### config.mk
export PLATFORM = sky130hd
export DESIGN_NAME = mem_arbiter
export DESIGN_NICKNAME = d
export VERILOG_FILES = /design/src/rtl/mem_arb_pkg.sv /design/src/rtl/arb_wait_ctr.sv /design/src/rtl/mem_arbiter.sv
export SDC_FILE = /design/constraint.sdc
export NUM_CORES = 1
export LEC_CHECK = 0
export BUFFER_PORTS_ARGS = -buffer_cell sky130_fd_sc_hd__buf_2
export CAP_MARGIN = 20
export CORE_AREA = 2 2 97 99
export DETAILED_ROUTE_END_ITERATION = 16
export DIE_AREA = 0 0 99 101
export MAX_ROUTING_LAYER = met4
export PLACE_DENSITY = 0.59
export SLEW_MARGIN = 0
export SYNTH_ARGS = -nofsm -noshare
export SYNTH_HDL_FRONTEND = slang
export SYNTH_SLANG_ARGS = --single-unit
### constraint.sdc
create_clock -name clk -period 4.4 [get_ports clk]
set_clock_uncertainty 0.1 [all_clocks]
set_input_delay 0.22 -clock clk [delete_from_list [all_inputs] [get_ports clk]]
set_output_delay 0.22 -clock clk [all_outputs]
set_load 0.05 [all_outputs]
### src/rtl/mem_arb_pkg.sv
// Shared types and defaults for the data-ram arbiter.
package mem_arb_pkg;

  localparam int ADDR_W_DEF = 16;
  localparam int DATA_W_DEF = 32;

  typedef enum logic {
    ARB,
    LOCK
  } arb_state_t;

  typedef enum logic [1:0] {
    OWN_NONE,
    OWN_CPU,
    OWN_DMA
  } owner_t;

endpackage

### src/rtl/arb_wait_ctr.sv
// Saturating wait counter: counts cycles the dma has been refused, reports when
// it has waited MAX cycles.
module arb_wait_ctr #(
  parameter int MAX = 4,
  parameter int W   = $clog2(MAX + 1)
) (
  input  logic clk,
  input  logic rst_n,
  input  logic inc,
  input  logic clr,
  output logic sat
);

  logic [W-1:0] cnt_q;

  assign sat = (cnt_q == W'(MAX));

  // Count refused cycles up to MAX; clear has priority over increment.
  always_ff @(posedge clk) begin
    // NOTE: sequential state uses non-blocking assignments so every register
    // samples pre-edge values regardless of block ordering.
    if (!rst_n) begin
      cnt_q <= '0;
    end else if (clr) begin
      cnt_q <= '0;
    end else if (inc && !sat) begin
      cnt_q <= cnt_q + W'(1);
    end
  end

endmodule

### src/rtl/mem_arbiter.sv
// Two-port arbiter in front of the single-port data ram (1-cycle sync read).
// Port 0 = cpu (fixed priority), port 1 = dma (starvation guard + bus lock).
// Optional feature macro: ARB_PERF_CNT_EN adds grant/conflict counters.
module mem_arbiter
  import mem_arb_pkg::*;
#(
  parameter int ADDR_W   = ADDR_W_DEF,
  parameter int DATA_W   = DATA_W_DEF,
  parameter int MAX_WAIT = 4
) (
  input  logic              clk,
  input  logic              rst_n,
  input  logic              cpu_req,
  input  logic              cpu_wen,
  input  logic [ADDR_W-1:0] cpu_addr,
  input  logic [DATA_W-1:0] cpu_wdata,
  output logic              cpu_gnt,
  output logic              cpu_rvalid,
  output logic [DATA_W-1:0] cpu_rdata,
  input  logic              dma_req,
  input  logic              dma_wen,
  input  logic [ADDR_W-1:0] dma_addr,
  input  logic [DATA_W-1:0] dma_wdata,
  input  logic              dma_lock,
  output logic              dma_gnt,
  output logic              dma_rvalid,
  output logic [DATA_W-1:0] dma_rdata,
  output logic [ADDR_W-1:0] ram_addr,
  output logic [DATA_W-1:0] ram_in,
  output logic              ram_wen,
  input  logic [DATA_W-1:0] ram_out
`ifdef ARB_PERF_CNT_EN
  ,
  output logic [31:0]       cpu_gnt_cnt,
  output logic [31:0]       dma_gnt_cnt,
  output logic [31:0]       conflict_cnt
`endif
);

  arb_state_t state_q;
  owner_t     owner_q;
  logic       wait_sat;
  logic       arb_mode;

  arb_wait_ctr #(.MAX(MAX_WAIT)) u_wait_ctr (
    .clk   (clk),
    .rst_n (rst_n),
    .inc   (dma_req && !dma_gnt),
    .clr   (dma_gnt || !dma_req),
    .sat   (wait_sat)
  );

  // Grant decision: normal arbitration in ARB or on the cycle the lock drops.
  always_comb begin
    // NOTE: every output gets a default first so no path leaves a latch.
    cpu_gnt  = 1'b0;
    dma_gnt  = 1'b0;
    arb_mode = (state_q == ARB) || !dma_lock;
    if (arb_mode) begin
      dma_gnt = dma_req && (!cpu_req || wait_sat);
      cpu_gnt = cpu_req && !dma_gnt;
    end else begin
      dma_gnt = dma_req;
    end
  end

  // Ram mux from the granted port; writes are suppressed while in reset.
  always_comb begin
    ram_addr = cpu_addr;
    ram_in   = cpu_wdata;
    ram_wen  = 1'b0;
    if (dma_gnt) begin
      ram_addr = dma_addr;
      ram_in   = dma_wdata;
      ram_wen  = dma_wen;
    end else if (cpu_gnt) begin
      ram_wen  = cpu_wen;
    end
    if (!rst_n) begin
      ram_wen = 1'b0;
    end
  end

  // Lock state and read-owner tag for the data returning next cycle.
  always_ff @(posedge clk) begin
    if (!rst_n) begin
      state_q <= ARB;
      owner_q <= OWN_NONE;
    end else begin
      if (dma_gnt && dma_lock) begin
        state_q <= LOCK;
      end else if (!dma_lock) begin
        state_q <= ARB;
      end

      if (cpu_gnt && !cpu_wen) begin
        owner_q <= OWN_CPU;
      end else if (dma_gnt && !dma_wen) begin
        owner_q <= OWN_DMA;
      end else begin
        owner_q <= OWN_NONE;
      end
    end
  end

  // Read data is steered by the tag; a reset cycle kills any in-flight return.
  assign cpu_rvalid = rst_n && (owner_q == OWN_CPU);
  assign dma_rvalid = rst_n && (owner_q == OWN_DMA);
  assign cpu_rdata  = ram_out;
  assign dma_rdata  = ram_out;

`ifdef ARB_PERF_CNT_EN
  // Free-running wrapping counters of grants and contended cycles.
  always_ff @(posedge clk) begin
    if (!rst_n) begin
      cpu_gnt_cnt  <= '0;
      dma_gnt_cnt  <= '0;
      conflict_cnt <= '0;
    end else begin
      if (cpu_gnt)            cpu_gnt_cnt  <= cpu_gnt_cnt + 32'd1;
      if (dma_gnt)            dma_gnt_cnt  <= dma_gnt_cnt + 32'd1;
      if (cpu_req && dma_req) conflict_cnt <= conflict_cnt + 32'd1;
    end
  end
`endif

endmodule
* Word level (Yosys, flattened, before mapping)
Cells that the tools add are included.
** Cells by class
- Equal/unequal tests :: 4
- Add/sub/neg operators :: 1
- Reductions and logical operators :: 22
- Bitwise logic cells :: 2
- Muxes and demuxes :: 11
** Operators with widths (count)
- $mux 32 :: 1
- $mux 16 :: 1
- $logic_and 1x1->1 :: 9
- $logic_not 1->1 :: 8
- $mux 1 :: 8
- $reduce_or 2->1 :: 2
- $add 3x1->3 const B :: 1
- $eq 3x3->1 const B :: 1
- $logic_or 1x1->1 :: 3
- $eq 2x1->1 const B :: 1
- $eq 2x2->1 const B :: 1
- $mux 2 :: 1
- $ne 2x1->1 const B :: 1
- $not 1->1 :: 2
** Word-level totals
- Logic and storage cells :: 44
- Output and inout port bits :: 117
- Register bits :: 6
- Input port bits :: 135

* Depth between registers and ports, before layout
Gate-level depths: netlist (run 1).
- Word-level depth :: 9
- Depth in mapped cells :: 6
- Depth with buffers taken out :: 5

* Modules after synthesis
Synthesis (run 1) repeated with hierarchy kept, for this count alone.
** Unflattened totals
- Cell total of the unflattened synthesis :: 159
- Area total of the unflattened synthesis :: 1536.5 sq um
** By module, submodules not included
- mem_arbiter :: cells each 141, area each 1348.8 sq um, times used 1, seq. area each 60.1 sq um
- arb_wait_ctr :: cells each 18, area each 187.7 sq um, times used 1, seq. area each 60.1 sq um

* Worst setup path after synthesis (run 1)
Ideal clock, no wire load.
- Path kind :: reg-to-output
- From :: reg u_wait_ctr.cnt_q[0]
- To :: out ram_wen
- Stages on the path, launching flop included :: 6
- Setup slack :: 2.350 ns
- Buffers on the path :: 0
- Arrival :: 1.730 ns
- Data required time :: 4.080 ns
- Cells stage by stage :: dfxtp_1 inv_1 ha_1 and2_2 a21o_1 o22ai_1
** Between the ends
- Word-level cells in the longest chain between the ends :: 9
- Elaborated cells on any way between the ends :: 10
- Those cells by class :: eq/ne: 1; mux: 5; reduce/logical: 4
** Ends and longest elaborated chain
- start: declaration :: RTL line arb_wait_ctr.sv:14 : logic [W-1:0] cnt_q;
- start signal: assignment :: RTL line arb_wait_ctr.sv:27 : cnt_q <= cnt_q + W'(1);
- $eq 3x3->1 * :: RTL line arb_wait_ctr.sv:16 : assign sat = (cnt_q == W'(MAX));
- $logic_or 1x1->1 * :: RTL line mem_arbiter.sv:60 : dma_gnt = dma_req && (!cpu_req || wait_sat);
- $logic_and 1x1->1 * :: RTL line mem_arbiter.sv:60
- $logic_not 1->1 :: RTL line mem_arbiter.sv:61 : cpu_gnt = cpu_req && !dma_gnt;
- $logic_and 1x1->1 :: RTL line mem_arbiter.sv:61
- $mux 1 :: RTL line mem_arbiter.sv:59 : if (arb_mode) begin
- $mux 1 :: RTL line mem_arbiter.sv:76 : end else if (cpu_gnt) begin
- $mux 1 * :: RTL line mem_arbiter.sv:72 : if (dma_gnt) begin
- $mux 1 * :: RTL line mem_arbiter.sv:79 : if (!rst_n) begin
- end: declaration :: RTL line mem_arbiter.sv:30 : output logic ram_wen,
Mark *: on every way between the ends. The rest lies on a longest branch, timed or not.

* Final worst setup path (run 1)
- From :: reg u_wait_ctr.cnt_q[0]
- To :: out ram_in[11]
** Between the ends
- Word-level cells in the longest chain between the ends :: 5
** Ends and longest elaborated chain
- $eq 3x3->1 :: RTL line arb_wait_ctr.sv:16
- $logic_or 1x1->1 :: RTL line mem_arbiter.sv:60
- $logic_and 1x1->1 :: RTL line mem_arbiter.sv:60
- $mux 1 :: RTL line mem_arbiter.sv:59
- $mux 32 :: RTL line mem_arbiter.sv:72
- end: declaration :: RTL line mem_arbiter.sv:29 : output logic [DATA_W-1:0] ram_in,
Every way passes these cells.

==> results_dict.tcl, run 1 <==
set metrics [dict create \
    syn_avg_cell_area_um2 9.19 \
    synthTopCellsByArea "mux2_2, buf_4, dfxtp_1" \
    num-fill-cells 978 \
    rsz0062_at_grt "no" \
    cp_max_fo 34 \
    portBuffers 155 \
    tightest_slew_ns 0.552 \
    fin_setup_tns_ns 0 \
    dpl.hpwl_um 3520 \
    ys.flop_type "dfxtp_1" \
    cts_setup_buffers 0 \
    stdcell_area_um2 1810 \
    wl_per_cell_um 11.6 \
    path_cells "inv_1 -> ha_1 -> and2_2 -> o21ai_4 -> buf_4 -> mux2_2 -> buf_2" \
    grt_max_degree 35 \
    synthArstFlopShare_pct 0 \
    ys_types 23 \
    maxSlewViolCount 0 \
    leakagePower_nw 0.989 \
    vdd_drop_max_v 0.0000717 \
    ys_warn_count 0 \
    insertion_delay_ns 0.22 \
    multiInputGateArea_um2 706 \
    max-cap-violations 0 \
    cts-root-buf "clkbuf_8" \
    netlist_instances 152 \
    grt_pass1_wl_um 5490 \
    nets 380 \
    place_area_um2 1770 \
    setup_viol 0 \
    seqCellArea_um2 120 \
    drcViolationCount 0 \
    wl_um 4070 \
    drt_pass1_iterations 3 \
    fin_util_pct 20.2 \
    vias 1295 \
    max_stage_delay_ns 0.48 \
    rows 35 \
    antennaDiodeCount 0 \
    drive_gt1_share_pct 85.5 \
    cp-end-kind "output port" \
    syn_to_final_growth_pct 29.7 \
    overflow 0 \
    synth_top_area_share_pct 35.5 \
    status "completed" \
    finalPower_mw 0.419 \
    relSlewSlack_pct 63.1 \
    synth_commonest_cells "buf_4, mux2_2, dfxtp_1, inv_1, mux2_1" \
    start_util_pct 15.6 \
    hold_path_class "primary input to register" \
    fin_crit_ns 2.91 \
    ys_ff_latch 6 \
    fp.dieW_um 99 \
    cts_made_buffers 3 \
    synth_top_family_by_area "buffers and inverters" \
    clk_pin_slew_ns 0.04 \
    gp_congestion 0.594 \
    synth-simple-area-share_pct 5.82 \
    fin_hold_ws_ns 0.0810 \
    synthMuxAreaShare_pct 38.7 \
    ant_nets 0 \
    synth_most_common_cell "buf_4" \
    slowest_stage "o21ai_4" \
    netlist_area_um2 1400 \
    io_pins 252 \
    cp-start-kind "register" \
    cts_sinks 6 \
    gr-usage-all-layers_pct 7.06 \
    syn-num-nets 289 \
    critPathKind "register to output port" \
    worstPathArrival_ns 2.59 \
    yosys.area.top_type "mux2_2" \
    cellPowerDensity_nw_per_um2 231 \
    cp_num_buf_inv 3 \
    fmax_ghz 0.344 \
    synth_fa_ha_area_share_pct 1.79 \
    htree_num_levels 1 \
    synth_xor_area_share_pct 0.627 \
    synth_compound_area_share_pct 3.58 \
    cts_tree "done" \
    grt_pass1_vias 1120 \
    die_area_um2 10000 \
    timing.final.crit_share_pct 66.1 \
    hold_violations 0 \
    cts-resized-gates 0 \
    drt_first_iter_violations 12 \
    worstPathRequired_ns 4.08 \
    cts_hold_buf 0 \
    viasPerCell 3.68 \
    die_y_um 101 \
    synth_edf_count 0 \
    core_um2 8980 \
    synth_sequential_area_ratio_pct 8.60 \
    clockBufferDepth 2 \
    crit_family "buffers and inverters" \
    antenna_found_initial 0 \
]
[registers in the layout, indices dropped and copies added, names as in the netlist]
name	count
owner_q	2
state_q	1
u_wait_ctr.cnt_q	3
[where the power goes]
part | switching, mW | total (mW) | internal [mW] | leakage, nW
Combinational | 0.186 | 0.279 | 0.0925 | 0.919
Clock | 0.0243 | 0.0831 | 0.0588 | 0.0216
Sequential | 0.000708 | 0.0569 | 0.0562 | 0.0488
[area by class of cell]
class,instances,share of cell area (%)
clock buffers,3,2.28
inverters,6,1.24
flip-flops and latches,6,6.63
repair buffers,156,43.2
well taps,111,7.67
multi-input cells,70,39.0
[layer usage]
| metal | vias up | routed length, um | track usage [%] | part of all wire (%) |
|---|---|---|---|---|
| met5 | - | 0 | - | 0 |
| met4 | 0 | 33 | 1.48 | 0.81 |
| met3 | 12 | 625 | 3.12 | 15 |
| met2 | 100 | 1860 | 11.0 | 46 |
| met1 | 557 | 1550 | 8.47 | 38 |
| li1 | 626 | - | - | - |
[worst paths after layout]
| kind | start | cells after the start | to | slack (ns) |
|---|---|---|---|---|
| worst min register to register | state_q | 2 | state_q | 0.34 |
| worst max-delay path | u_wait_ctr.cnt_q[0] | 7 | ram_in[11] | 1.49 |
| worst max register to register | u_wait_ctr.cnt_q[0] | 6 | owner_q[1] | 2.32 |
| worst min-delay path | dma_wen | 2 | owner_q[1] | 0.08 |
[per-stage QoR]
step | cells | worst slack [ns]
2_1_floorplan | 152 | 2.35
3_3_place_gp | 349 | 1.76
3_5_place_dp | 349 | 1.69
4_1_cts | 352 | 1.45
5_1_grt | 352 | 1.30
6_report | 352 | 1.49
[kinds of logic after synthesis]
group | after synthesis
buf+inv | 76
mux | 48
simple gates | 13
compound gates | 6
flops | 6
fa+ha+maj | 2
xor+xnor | 1
[cells in the final DEF (no fill, tap or decap), drive strengths merged, types with 2 or more instances in the layout]
cell type / n
inv: 6
buf: 156
dfxtp: 6
nor2: 2
and4: 3
nor3b: 2
clkbuf: 3
ha: 2
mux2: 48
o21ai: 2
nand2: 3
No activity file was read; power rests on OpenSTA's default activity.
==> run 2, diff against run 1 <==
- clock period: 4.4 -> 2.8 ns (I/O delays scaled with it)
==> results_dict.tcl, run 2 (same netlist as run 1, synthesis figures left out) <==
set metrics [dict create \
    grt_pass1_vias 1217 \
    drive_gt1_share_pct 85.2 \
    fp.dieW_um 99 \
    startpoint "u_wait_ctr.cnt_q[0]" \
    worstPathArrival_ns 2.16 \
    hold_path_class "primary input to register" \
    finalPower_mw 0.658 \
    drcViolationCount 0 \
    fin_setup_tns_ns 0 \
    antennaDiodeCount 0 \
    htree_num_levels 1 \
    min_to "owner_q[1]" \
    cts_sinks 6 \
    grt_pass1_wl_um 5510 \
    layout_common_cells "buf_2, mux2_2, inv_1, dfxtp_1, mux2_1" \
    cp-end-kind "output port" \
    viasPerCell 3.70 \
    leakagePower_nw 0.998 \
    path_cells "inv_1 -> ha_1 -> and2_2 -> o21ai_4 -> buf_4 -> mux2_2 -> buf_2" \
    reg2reg_from "u_wait_ctr.cnt_q[0]" \
    fmax_ghz 0.417 \
    largest_reg_flops 3 \
    slowest_stage "mux2_2" \
    cts_tree "done" \
    tightest_slew_ns 0.414 \
    maxSlewViolCount 0 \
    drt_pass1_iterations 4 \
    r2r_end "owner_q[1]" \
    die_y_um 101 \
    nets 382 \
    grt_max_degree 35 \
    drt_first_iter_violations 21 \
    vias 1311 \
    cts-root-buf "clkbuf_8" \
    relSlewSlack_pct 72.4 \
    worstRegToRegCells 6 \
    dpl.hpwl_um 3510 \
    syn_to_final_growth_pct 31.0 \
    cts_hold_buf 1 \
    largest-register "u_wait_ctr.cnt_q" \
    die_area_um2 10000 \
    timing.final.crit_share_pct 85.7 \
    cts-resized-gates 0 \
    worstPathRequired_ns 2.56 \
    cp-start-kind "register" \
    fin_crit_ns 2.40 \
    critPathKind "register to output port" \
    cts_setup_buffers 0 \
    num-fill-cells 989 \
    max-cap-violations 0 \
    wl_per_cell_um 11.3 \
    cts_made_buffers 3 \
    rows 35 \
    holdCritStartpoint "dma_wen" \
    overflow 0 \
    r2r_slack_ns 1.17 \
    cellPowerDensity_nw_per_um2 360 \
    core_um2 8980 \
    status "completed" \
    max_stage_delay_ns 0.40 \
    insertion_delay_ns 0.22 \
    clockBufferDepth 2 \
    largestRegisters "u_wait_ctr.cnt_q (3), owner_q (2), state_q (1)" \
    gp_congestion 0.652 \
    vdd_drop_max_v 0.000181 \
    clk_pin_slew_ns 0.04 \
    rsz0062_at_grt "no" \
    portBuffers 155 \
    io_pins 252 \
    wl_um 4020 \
    start_util_pct 15.6 \
    setup_viol 0 \
    hold_depth 2 \
    fin_hold_ws_ns 0.0133 \
    hold_violations 0 \
    antenna_found_initial 0 \
    gr-usage-all-layers_pct 7.00 \
    cp_max_fo 34 \
    ant_nets 0 \
    layout_commonest_cell "buf_2" \
]
## run 2: cell type report
| cell class | count | area (um^2) | area share (%) |
|---|---|---|---|
| timing repair buffer | 158 | 801 | 43.8 |
| inverter | 6 | 22.5 | 1.23 |
| tap | 111 | 139 | 7.59 |
| clock buffer | 3 | 41.3 | 2.26 |
| sequential | 6 | 120 | 6.57 |
| multi-input combinational | 70 | 706 | 38.6 |
## run 2: how the worst max path moves through the flow
stage                 end  slack [ns]  cells after the start
2_1_floorplan     ram_wen        0.83                      5
3_3_place_gp   ram_in[28]        0.65                      7
3_5_place_dp    ram_in[9]        0.61                      7
4_1_cts         ram_in[9]        0.37                      7
5_1_grt        ram_in[28]        0.28                      7
6_report       ram_in[28]        0.40                      7
## run 2: report_power, final
part	total [mW]	leakage [nW]	switching (mW)	internal, mW
sequential	0.0894	0.0488	0.00108	0.0883
combinational	0.441	0.927	0.293	0.148
clock	0.128	0.0216	0.0362	0.0923
total	0.658	0.998	0.330	0.328
## run 2: through the flow
step	utilization (%)	setup WS (ns)	std cells	area, um^2
CTS	20.4	0.367	354	1830
floorplan	-	0.830	152	1400
detailed placement	19.8	0.606	350	1780
global route	20.4	0.279	354	1830
global placement	19.8	0.654	350	1780
finish	20.4	0.401	354	1830
## run 2: layer usage
| layer | vias up | GRT usage, % | share of wire [%] |
|---|---|---|---|
| li1 | 630 | - | - |
| met1 | 572 | 7.08 | 35 |
| met2 | 99 | 12.2 | 49 |
| met3 | 10 | 3.19 | 15 |
| met4 | 0 | 2.00 | 0.62 |
| met5 | - | - | 0 |
## run 2: critical path: cells and delay by family, from the launching register on
| family | cells | cell delay, ns |
|---|---|---|
| and+or+nand+nor | 1 | 0.22 |
| muxes | 1 | 0.40 |
| buffers and inverters | 3 | 0.64 |
| DFF | 1 | 0.32 |
| adders and majority gates | 1 | 0.18 |
| AOI/OAI and AO/OA | 1 | 0.15 |
==> run 3, diff against run 2 <==
- CORE_AREA: 2 2 97 99 -> 2 2 98 100
- DIE_AREA: 0 0 99 101 -> 0 0 100 102
- PLACE_DENSITY: 0.59 -> 0.51
==> results_dict.tcl, run 3 (same netlist as run 1, synthesis figures left out) <==
set metrics [dict create \
    wl_um 3790 \
    layout_commonest_cell "buf_2" \
    rows 35 \
    hold_path_class "primary input to register" \
    wl_per_cell_um 10.7 \
    cts-root-buf "clkbuf_8" \
    setup_viol 0 \
    cts_made_buffers 3 \
    timing.final.crit_share_pct 82.3 \
    die_y_um 102 \
    hold_depth 2 \
    r2r_slack_ns 1.43 \
    cellPowerDensity_nw_per_um2 358 \
    ant_nets 0 \
    num-fill-cells 1020 \
    r2r_end "u_wait_ctr.cnt_q[1]" \
    worstPathRequired_ns 2.56 \
    viasPerCell 3.63 \
    fmax_ghz 0.434 \
    worstRegToRegCells 5 \
    portBuffers 155 \
    stdcell_area_um2 1830 \
    fin_setup_tns_ns 0 \
    antennaDiodeCount 0 \
    status "completed" \
    max_stage_delay_ns 0.38 \
    relSlewSlack_pct 82.3 \
    grt_max_degree 50 \
    cts-resized-gates 0 \
    htree_num_levels 1 \
    core_um2 9110 \
    gp_congestion 0.661 \
    largest_reg_flops 3 \
    nets 381 \
    leakagePower_nw 0.999 \
    start_util_pct 15.3 \
    io_pins 252 \
    cp-end-kind "output port" \
    slowest_stage "mux2_2" \
    maxSlewViolCount 0 \
    gr-usage-all-layers_pct 6.35 \
    rsz0062_at_grt "no" \
    tightest_slew_ns 0.266 \
    max-cap-violations 0 \
    fp.dieW_um 100 \
    cp_num_buf_inv 3 \
    largest-register "u_wait_ctr.cnt_q" \
    min_to "owner_q[1]" \
    largestRegisters "u_wait_ctr.cnt_q (3), owner_q (2), state_q (1)" \
    drt_pass1_iterations 4 \
    hold_violations 0 \
    fin_crit_ns 2.31 \
    cp-start-kind "register" \
    fin_hold_ws_ns 0.00309 \
    cts_tree "done" \
    overflow 0 \
    grt_pass1_vias 1141 \
    holdCritStartpoint "dma_wen" \
    die_area_um2 10200 \
    vias 1282 \
    syn_to_final_growth_pct 31.4 \
    drt_first_iter_violations 5 \
    critPathKind "register to output port" \
    cts_sinks 6 \
    grt_pass1_wl_um 5020 \
    drcViolationCount 0 \
    insertion_delay_ns 0.22 \
    drive_gt1_share_pct 85.1 \
    layout_common_cells "buf_2, mux2_2, inv_1, dfxtp_1, mux2_1" \
    path_cells "inv_1 -> ha_1 -> and2_2 -> o21ai_4 -> buf_12 -> mux2_2 -> buf_2" \
    cp_max_fo 49 \
    dpl.hpwl_um 3240 \
    clk_pin_slew_ns 0.04 \
    vdd_drop_max_v 0.000172 \
    place_area_um2 1780 \
    worstPathArrival_ns 2.07 \
    crit_family "buffers and inverters" \
    reg2reg_from "u_wait_ctr.cnt_q[0]" \
    antenna_found_initial 0 \
    clockBufferDepth 2 \
]
==> run 3: cell count changes in the layout (fill, tap and decap cells not counted) <==
cell | previous run | this run
buf_12 | 0 | 1
buf_4 | 2 | 0
==> run 3: per-stage QoR <==
stage	std cells	setup slack [ns]	utilization [%]	power, mW
after floorplan	152	0.830	-	0.652
after global placement	349	0.737	19.6	0.528
after detailed placement	349	0.716	19.6	0.531
after CTS	353	0.477	20.1	0.666
after global routing	353	0.381	20.1	0.690
final	353	0.495	20.1	0.656
==> run 3: worst max-delay path by stage <==
stage	from	to	slack (ns)	depth (start not counted)
finish	u_wait_ctr.cnt_q[0]	ram_addr[13]	0.49	7
global placement	u_wait_ctr.cnt_q[0]	ram_addr[13]	0.74	7
floorplan	u_wait_ctr.cnt_q[0]	ram_wen	0.83	5
CTS	u_wait_ctr.cnt_q[0]	ram_addr[13]	0.48	7
global route	u_wait_ctr.cnt_q[0]	ram_addr[14]	0.38	7
detailed placement	u_wait_ctr.cnt_q[0]	ram_addr[13]	0.72	7
==> run 3: where the power goes <==
part / internal (mW) / leakage (nW) / switching (mW) / total (mW)
combinational: 0.149 / 0.928 / 0.291 / 0.439
clock: 0.0922 / 0.0216 / 0.0352 / 0.127
sequential: 0.0883 / 0.0488 / 0.00106 / 0.0894
total: 0.329 / 0.999 / 0.327 / 0.656
==> run 3: layout make-up <==
cell class              instances  area, um^2  share of cell area (%)
flip-flops and latches          6         120                    6.55
clock buffers                   3        41.3                    2.25
multi-input cells              70         706                    38.5
inverters                       6        22.5                    1.23
well taps                     111         139                    7.57
repair buffers                157         806                    43.9
==> run 3: per-layer routing <==
layer / track usage, % / vias to the layer above / part of all wire, %
met5: - / - / 0
met2: 11.2 / 87 / 49
met3: 1.78 / 4 / 11
li1: - / 626 / -
met1: 6.69 / 565 / 38
met4: 2.74 / 0 / 0.84
==> run 3: timing repair <==
| item | in CTS | in global routing |
|---|---|---|
| buffers inserted | 0 | 0 |
| hold buffers | 1 | 0 |
| endpoints found under the hold margin | 1 | 0 |
==> run 3: worst reg2reg max path, cell delays in order, from the launching register on <==
cell and delay [ns]:
dfxtp_1 0.32, inv_1 0.06, ha_1 0.18, and2_2 0.22, nor2_1 0.22, and4_1 0.22
